`src/rtl/shift_normalizer_if.sv`:
```
// Start/done handshake bundle between the issuing control FSM and the normalizer.
interface shift_normalizer_if #(
  parameter int WIDTH = 32,
  parameter int CNT_W = $clog2(WIDTH) + 1
);
  logic             start;
  logic [WIDTH-1:0] data;
  logic             mode;
  logic             busy;
  logic             done;
  logic [WIDTH-1:0] result;
  logic [CNT_W-1:0] count;
  logic             zero;

  modport master (
    output start, data, mode,
    input  busy, done, result, count, zero
  );

  modport slave (
    input  start, data, mode,
    output busy, done, result, count, zero
  );
endinterface

```
`src/rtl/shift_normalizer.sv`:
```
// Bit-serial normalizer: counts leading (left mode) or trailing (right mode) zeros
// one bit per cycle and returns the aligned operand with the shift count.
module shift_normalizer #(
  parameter int WIDTH = 32,
  parameter int CNT_W = $clog2(WIDTH) + 1
) (
  input  logic                 clk,
  input  logic                 rst_n,
  shift_normalizer_if.slave    bus
);

  typedef enum logic [1:0] {
    ST_IDLE = 2'd0,
    ST_SCAN = 2'd1,
    ST_DONE = 2'd2
  } state_t;

  state_t           r_state;
  state_t           w_state_nxt;
  logic [WIDTH-1:0] r_sreg;
  logic [WIDTH-1:0] w_sreg_nxt;
  logic             r_mode;
  logic             w_mode_nxt;
  logic [CNT_W-1:0] r_count;
  logic [CNT_W-1:0] w_count_nxt;
  logic [WIDTH-1:0] r_result;
  logic [WIDTH-1:0] w_result_nxt;
  logic             r_zero;
  logic             w_zero_nxt;
  logic             r_busy;
  logic             r_done;
  logic             w_test_bit;

  assign w_test_bit = r_mode ? r_sreg[0] : r_sreg[WIDTH-1];

  // Next-state and datapath: a new request is accepted in IDLE or DONE
  always_comb begin
    w_state_nxt  = r_state;
    w_sreg_nxt   = r_sreg;
    w_mode_nxt   = r_mode;
    w_count_nxt  = r_count;
    w_result_nxt = r_result;
    w_zero_nxt   = r_zero;
    case (r_state)
      ST_IDLE, ST_DONE: begin
        if (bus.start) begin
          w_sreg_nxt  = bus.data;
          w_mode_nxt  = bus.mode;
          w_count_nxt = {CNT_W{1'b0}};
          if (bus.data == {WIDTH{1'b0}}) begin
            w_zero_nxt   = 1'b1;
            w_count_nxt  = CNT_W'(WIDTH);
            w_result_nxt = {WIDTH{1'b0}};
            w_state_nxt  = ST_DONE;
          end else begin
            w_zero_nxt  = 1'b0;
            w_state_nxt = ST_SCAN;
          end
        end else begin
          w_state_nxt = ST_IDLE;
        end
      end
      ST_SCAN: begin
        if (w_test_bit) begin
          w_result_nxt = r_sreg;
          w_state_nxt  = ST_DONE;
        end else if (r_mode) begin
          w_sreg_nxt  = {1'b0, r_sreg[WIDTH-1:1]};
          w_count_nxt = r_count + {{(CNT_W-1){1'b0}}, 1'b1};
        end else begin
          w_sreg_nxt  = {r_sreg[WIDTH-2:0], 1'b0};
          w_count_nxt = r_count + {{(CNT_W-1){1'b0}}, 1'b1};
        end
      end
      default: begin
        w_state_nxt = ST_IDLE;
      end
    endcase
  end

  // State, datapath and registered status flags
  always_ff @(posedge clk or negedge rst_n) begin
    if (!rst_n) begin
      r_state  <= ST_IDLE;
      r_sreg   <= {WIDTH{1'b0}};
      r_mode   <= 1'b0;
      r_count  <= {CNT_W{1'b0}};
      r_result <= {WIDTH{1'b0}};
      r_zero   <= 1'b0;
      r_busy   <= 1'b0;
      r_done   <= 1'b0;
    end else begin
      r_state  <= w_state_nxt;
      r_sreg   <= w_sreg_nxt;
      r_mode   <= w_mode_nxt;
      r_count  <= w_count_nxt;
      r_result <= w_result_nxt;
      r_zero   <= w_zero_nxt;
      r_busy   <= (w_state_nxt == ST_SCAN);
      r_done   <= (w_state_nxt == ST_DONE);
    end
  end

  assign bus.busy   = r_busy;
  assign bus.done   = r_done;
  assign bus.result = r_result;
  assign bus.count  = r_count;
  assign bus.zero   = r_zero;

endmodule

```
`src/flat_wrapper.sv`:
```
// flat-port wrapper written by rule: the top's interface ports become plain ports
module shift_normalizer_flat 
#(
  parameter int WIDTH = 32,
  parameter int CNT_W = $clog2(WIDTH) + 1
)
  (clk, rst_n, bus_start, bus_data, bus_mode, bus_busy, bus_done, bus_result, bus_count, bus_zero);
  shift_normalizer_if #(.WIDTH(WIDTH), .CNT_W(CNT_W)) bus_i ();
  input  logic clk;
  input  logic rst_n;
  input wire logic [$bits(bus_i.start)-1:0] bus_start;
  input wire logic [$bits(bus_i.data)-1:0] bus_data;
  input wire logic [$bits(bus_i.mode)-1:0] bus_mode;
  output wire logic [$bits(bus_i.busy)-1:0] bus_busy;
  output wire logic [$bits(bus_i.done)-1:0] bus_done;
  output wire logic [$bits(bus_i.result)-1:0] bus_result;
  output wire logic [$bits(bus_i.count)-1:0] bus_count;
  output wire logic [$bits(bus_i.zero)-1:0] bus_zero;
  assign bus_i.start = bus_start;
  assign bus_i.data = bus_data;
  assign bus_i.mode = bus_mode;
  assign bus_busy = bus_i.busy;
  assign bus_done = bus_i.done;
  assign bus_result = bus_i.result;
  assign bus_count = bus_i.count;
  assign bus_zero = bus_i.zero;
  shift_normalizer #(.WIDTH(WIDTH), .CNT_W(CNT_W)) u_core (.clk(clk), .rst_n(rst_n), .bus(bus_i));
endmodule
```
`config.mk`:
```
export PLATFORM = sky130hd
export DESIGN_NAME = shift_normalizer_flat
export DESIGN_NICKNAME = d
export VERILOG_FILES = /design/src/rtl/shift_normalizer_if.sv /design/src/rtl/shift_normalizer.sv /design/src/flat_wrapper.sv
export SDC_FILE = /design/constraint.sdc
export NUM_CORES = 1
export LEC_CHECK = 0
export CORE_MARGIN = 2
export CORE_UTILIZATION = 36
export DETAILED_ROUTE_END_ITERATION = 8
export SKIP_CTS_REPAIR_TIMING = 1
export SYNTH_ARGS = -nofsm -noshare
export SYNTH_HDL_FRONTEND = slang
export SYNTH_SLANG_ARGS = --single-unit
```
`constraint.sdc`:
```
create_clock -name clk -period 1.59 [get_ports clk]
set_clock_uncertainty 0.2 [all_clocks]
set_input_delay 0.2385 -clock clk [delete_from_list [all_inputs] [get_ports clk]]
set_output_delay 0.2385 -clock clk [all_outputs]
set_load 0.01 [all_outputs]
```
==> After elaboration in Yosys (flattened, before gate mapping) <==
Cells that the tools add are included.
{ "op_classes": {"mux": 18, "eq_ne": 8, "n_addsub": 1, "n_reduce_logical": 7} }
{ "ops": {"columns": ["operator", "count"], "rows": [
  ["two-way mux 32 bit", 6],
  ["one-hot mux 32 bit (2 select lines)", 2],
  ["logical NOT 32 bit", 1],
  ["two-way mux 6 bit", 3],
  ["one-hot mux 6 bit (2 select lines)", 1],
  ["adder 6 x 1 -> 6 bit (second input constant)", 1],
  ["two-way mux 2 bit", 3],
  ["== test 2 x 1 -> 1 bit (second input constant)", 2],
  ["== test 2 bit (second input constant)", 2],
  ["!= test 2 x 1 -> 1 bit (second input constant)", 2],
  ["!= test 2 bit (second input constant)", 2],
  ["one-hot mux 2 bit (2 select lines)", 1],
  ["AND reduction 4 bit", 1],
  ["AND reduction 3 bit", 1],
  ["logical NOT 2 bit", 1],
  ["two-way mux 1 bit", 2],
  ["AND reduction 2 bit", 1],
  ["nonzero test 2 bit", 1],
  ["OR reduction 2 bit", 1]
]} }
{ "totals": {"ff_bits": 76, "inputBits": 36} }

==> Depth between registers and ports, before layout <==
{ "logic_depth": {"word_depth": 5, "ltp_mapped": 6, "depth_no_buf": 4} }

==> Worst setup path before layout <==
No wires, ideal clock.
{ "synth_timing": {"path_kind": "reg2reg", "start": "reg u_core.r_mode", "end": "reg u_core.r_sreg[13]", "stages_incl_launch_ff": 6, "slack_ps": -161, "arrival_time_ps": 1425, "synth_period_minus_slack_ps": 1751, "cell_sequence": "dfrtp_1 -> buf_4 -> buf_1 -> mux2i_1 -> nor2_1 -> a221o_1"} }
{ "synth_between": {"elab_chain_cells": 3, "elab_cells_between_ends": 6} }
{ "synth_lines": {"columns": ["element", "line", "source"], "rows": [
  ["start, declared", "shift_normalizer.sv:22", "logic r_mode;"],
  ["start signal, assigned", "shift_normalizer.sv:95", "r_mode <= w_mode_nxt;"],
  ["two-way mux 32 bit or two-way mux 1 bit (tied branches)", "shift_normalizer.sv:67, shift_normalizer.sv:34", null],
  ["two-way mux 32 bit or != test 2 bit (tied branches)", null, null],
  ["one-hot mux 32 bit (2 select lines) or AND reduction 3 bit (tied branches)", null, null],
  ["end signal, assigned", "shift_normalizer.sv:85", "r_sreg <= {WIDTH{1'b0}};"],
  ["end signal, assigned", "shift_normalizer.sv:94", "r_sreg <= w_sreg_nxt;"],
  ["end, declared", "shift_normalizer.sv:20", "logic [WIDTH-1:0] r_sreg;"]
]} }
Parallel ways exist; a longest one is shown, timed or not. The select of a mux whose other input is x is not followed.
A chain may end at the register's enable or synchronous reset.

==> Final worst setup path <==
{ "layout_timing": {"start": "reg u_core.r_mode", "end": "reg u_core.r_count[5] (netlist: u_core.bus.count[5])"} }
{ "layout_between": {"elab_chain_cells": 3} }
{ "layout_lines": {"columns": ["element", "line", "source"], "rows": [
  ["two-way mux 1 bit", "shift_normalizer.sv:34", "assign w_test_bit = r_mode ? r_sreg[0] : r_sreg[WIDTH-1];"],
  ["!= test 2 bit (no source line)", null, null],
  ["AND reduction 3 bit (no source line)", null, null],
  ["end signal, assigned", "shift_normalizer.sv:87", "r_count <= {CNT_W{1'b0}};"],
  ["end signal, assigned", "shift_normalizer.sv:96", "r_count <= w_count_nxt;"],
  ["end, declared", "shift_normalizer.sv:24", "logic [CNT_W-1:0] r_count;"]
]} }
No other way between the ends.

==> summary.md <==
| Metric | Value |
|---|---|
| TritonRoute pass-1 iters | `4` |
| Syn-to-layout area delta | `77.2%` |
| Final Power | `~13000 µW` |
| Die area | `10700 µm²` |
| GRT overflow | `0` |
| Violations in the final reports | `hold timing, setup timing` |
| Core Footprint | `9680 µm²` |
| Final Slew Violations | `0` |
| Count of cell types in the netlist | `32` |
| Clock transition at path regs | `0.08 ns` |
| ANT nets after route | `0` |
| DR DRC count | `0` |
| Vias in the first global route | `3082` |
| Per-cell routed wire length | `19.8 µm` |
| Worst r2r src | `u_core.r_mode` |
| Clk Tree Root Cell | `clkbuf_8` |
| R2R setup slack | `-0.17 ns` |
| CP Class | `reg2reg` |
| Hold Path Cell Cnt | `2` |
| Synthesized flop and latch total | `76` |
| Most frequent cells after synthesis | `nand2_1 (81), dfrtp_1 (76), o21ai_0 (34)` |
| Fin crit share | `1.10` |
| Hold path endpoint | `u_core.r_sreg[13]` |
| CTS buffer count | `9` |
| CP Data Required Time | `1.62 ns` |
| Die span in x | `103 µm` |
| H-tree levels | `3` |
| Final setup vio count | `67` |
| First-pass GRT wire length | `15.5 mm` |
| P_leak | `approximately 0.0034 µW` |
| Initial core utilization | `0.367` |
| Max VDD drop | `885 µV` |
| Yosys top cell by area | `dfrtp_1` |
| CTS max path bufs | `2` |
| IO Count | `77` |
| Final wirelength | `about 13 mm` |
| CP endpoint kind | `flip-flop` |
| Ys Warns | `0` |
| Max Freq | `0.569 GHz` |
| Share of the synthesized area in the top cell type | `0.535` |
| Antenna fix cells | `0` |
| Final HPWL DP | `around 6.8 mm` |
| Clock sink count | `between 70 and 80` |
| Hold Path Origin | `bus_data[13]` |
| Initial antenna violation count | `0` |
| Die Ht | `about 100 µm` |
| Worst-Margin Slew | `0.417 ns` |
| Pin count of the biggest net entering global routing | `37` |
| Cell count after synthesis | `361` |
| Fraction of layout cells with a size suffix above 1 | `0.381` |
| Synth Flop Type | `dfrtp_1` |
| Area of the mapped netlist | `about 3600 µm²` |
| Min Clock Period, post-route | `1.76 ns` |
| RSZ-0062 raised after global routing | `yes` |
| Avg Synthesized Cell Area | `roughly 10 µm²` |
| Critical Path Source Type | `flip-flop` |
| Worst hold slack | `-0.00968 ns` |
| Vias | `3433` |
| Worst Slack Setup Final | `-0.167 ns` |
| Drt via density | `5.39` |
| DRT iter0 DRCs | `158` |
| Cell area power density | `~2100 nW/µm²` |
| Critical R2R Capture | `u_core.bus.count[5]` |
| Final Hold Fails | `1` |
| Critical path arrival | `1.79 ns` |
| IO buf count | `76` |
| Status | `complete, but fails checks` |
| TritonCTS clock tree | `built` |
| Fin util | `0.650` |
| Worst relative slew slack | `0.719` |
| Worst-Skew Late Latency | `between 0.3 and 0.4 ns` |
| Number of synthesized flops with an enable pin | `0` |
| Post-Syn Nets | `roughly 400` |
| Ys async rst share | `1.00` |
| Most frequent cell after synthesis | `nand2_1` |
| Sequential share of the synthesized area | `0.535` |
| Reg2Reg Depth | `5` |
| Nets@finish | `538` |
| Crit path from | `u_core.r_mode` |
| Ranking of synthesized cells by area | `dfrtp_1 (54%), mux2i_1 (9.0%), nand2_1 (8.6%), a221o_1 (5.9%), o21ai_0 (4.8%)` |
| Global Route Usage Sum | `0.189` |
| FP Rows | `36` |
| MaxCap Viol Count | `0` |
| GP Congestion | `approximately 0.86` |
| Max FO, Critical Path | `5` |
| Hold WC Path Type | `in2reg` |
-- through the flow --
step	setup TNS (ns)	setup WS (ns)	instance area, µm²	std cells
2_1_floorplan	-0.877	-0.0655	3570	361
3_3_place_gp	-40.37	-0.666	4750	589
3_5_place_dp	-41.69	-0.687	4750	589
4_1_cts	-26.37	-0.453	4920	603
5_1_grt	-10.02	-0.216	6290	637
6_report	-7.09	-0.167	6290	637
-- logic make-up (layout without fill, tap and decap cells) --
logic type                 Yosys count  in the layout  share of synthesized area
and+or+nand+nor                    141            141                      0.171
AOI/OAI and AO/OA                   83             84                      0.155
adders and majority gates            1              1                    0.00352
buffers and inverters               25            167                     0.0373
DFF                                 76             76                      0.535
muxes                               33             33                     0.0933
xor gates and xnor gates             2              2                    0.00493
-- flip-flops by register name, indices dropped and copies added (netlist names) --
register           flops
u_core.bus.busy        1
u_core.bus.count       6
u_core.bus.done        1
u_core.bus.result     32
u_core.bus.zero        1
u_core.r_mode          1
u_core.r_sreg         32
u_core.r_state         2
-- final cells by class --
class	count	area, µm²
fillers	731	3390
multi-input cells	261	2170
flip-flops and latches	76	1910
clock buffers	10	138
repair buffers	152	1880
inverters	1	3.75
well taps	133	166
clock inverters	4	27.5
-- layer usage --
layer	part of all wire	global-route usage
met4	0.014	0.0405
met5	0	0
met1	0.44	0.267
met2	0.50	0.295
met3	0.049	0.0511
-- critical path, stage by stage, from the launching register on --
cell	delay (ns)
dfrtp_2	0.45
buf_12	0.15
mux2_4	0.36
nor2_4	0.12
o21ai_1	0.07
a221o_1	0.30
-- layout by cell type (no fill, tap or decap), types with 2 or more instances in the layout --
| cell | synthesis | routed |
|---|---|---|
| clkdlybuf4s50_1 | 0 | 3 |
| nand2_4 | 0 | 20 |
| nor2_4 | 1 | 12 |
| buf_4 | 1 | 35 |
| buf_12 | 0 | 10 |
| clkbuf_8 | 0 | 10 |
| mux2i_1 | 32 | 21 |
| o21ai_1 | 8 | 18 |
| buf_6 | 3 | 14 |
| clkbuf_16 | 0 | 7 |
| dlymetal6s2s_1 | 0 | 72 |
| nand2_1 | 81 | 45 |
| nor4_2 | 0 | 8 |
| dlygate4sd3_1 | 0 | 4 |
| buf_8 | 0 | 6 |
| a221o_1 | 21 | 21 |
| nor2_1 | 33 | 20 |
| dfrtp_1 | 76 | 73 |
| nor2_2 | 0 | 2 |
| o21ai_0 | 34 | 4 |
| o22ai_1 | 6 | 6 |
| o21a_1 | 6 | 6 |
| nand3_1 | 4 | 3 |
| nand2_8 | 0 | 2 |
| nand2_2 | 0 | 14 |
| nand4_1 | 4 | 4 |
| nor2b_4 | 0 | 2 |
| clkinvlp_4 | 0 | 3 |
| o21ai_2 | 0 | 19 |
| a21oi_1 | 6 | 5 |
| mux2i_4 | 0 | 11 |
| a21oi_4 | 0 | 2 |
| dfrtp_2 | 0 | 3 |
-- report_power, final --
group	internal (µW)	total [µW]	leakage, µW	switching (µW)
combinational	4400	8260	0.00236	3860
sequential	2850	3860	0.000946	1020
clock	589	1290	0.0000762	703
-- worst max-delay path by stage --
| stage | to | slack, ns | cells after the start |
|---|---|---|---|
| after floorplan | u_core.bus.count[5] | -0.07 | 5 |
| after global placement | u_core.r_sreg[31] | -0.67 | 5 |
| after global routing | u_core.bus.count[5] | -0.22 | 5 |
| after detailed placement | u_core.bus.count[0] | -0.69 | 6 |
| after CTS | u_core.bus.count[0] | -0.45 | 5 |
| final | u_core.bus.count[5] | -0.17 | 5 |
No activity file was read; power rests on OpenSTA's default activity.
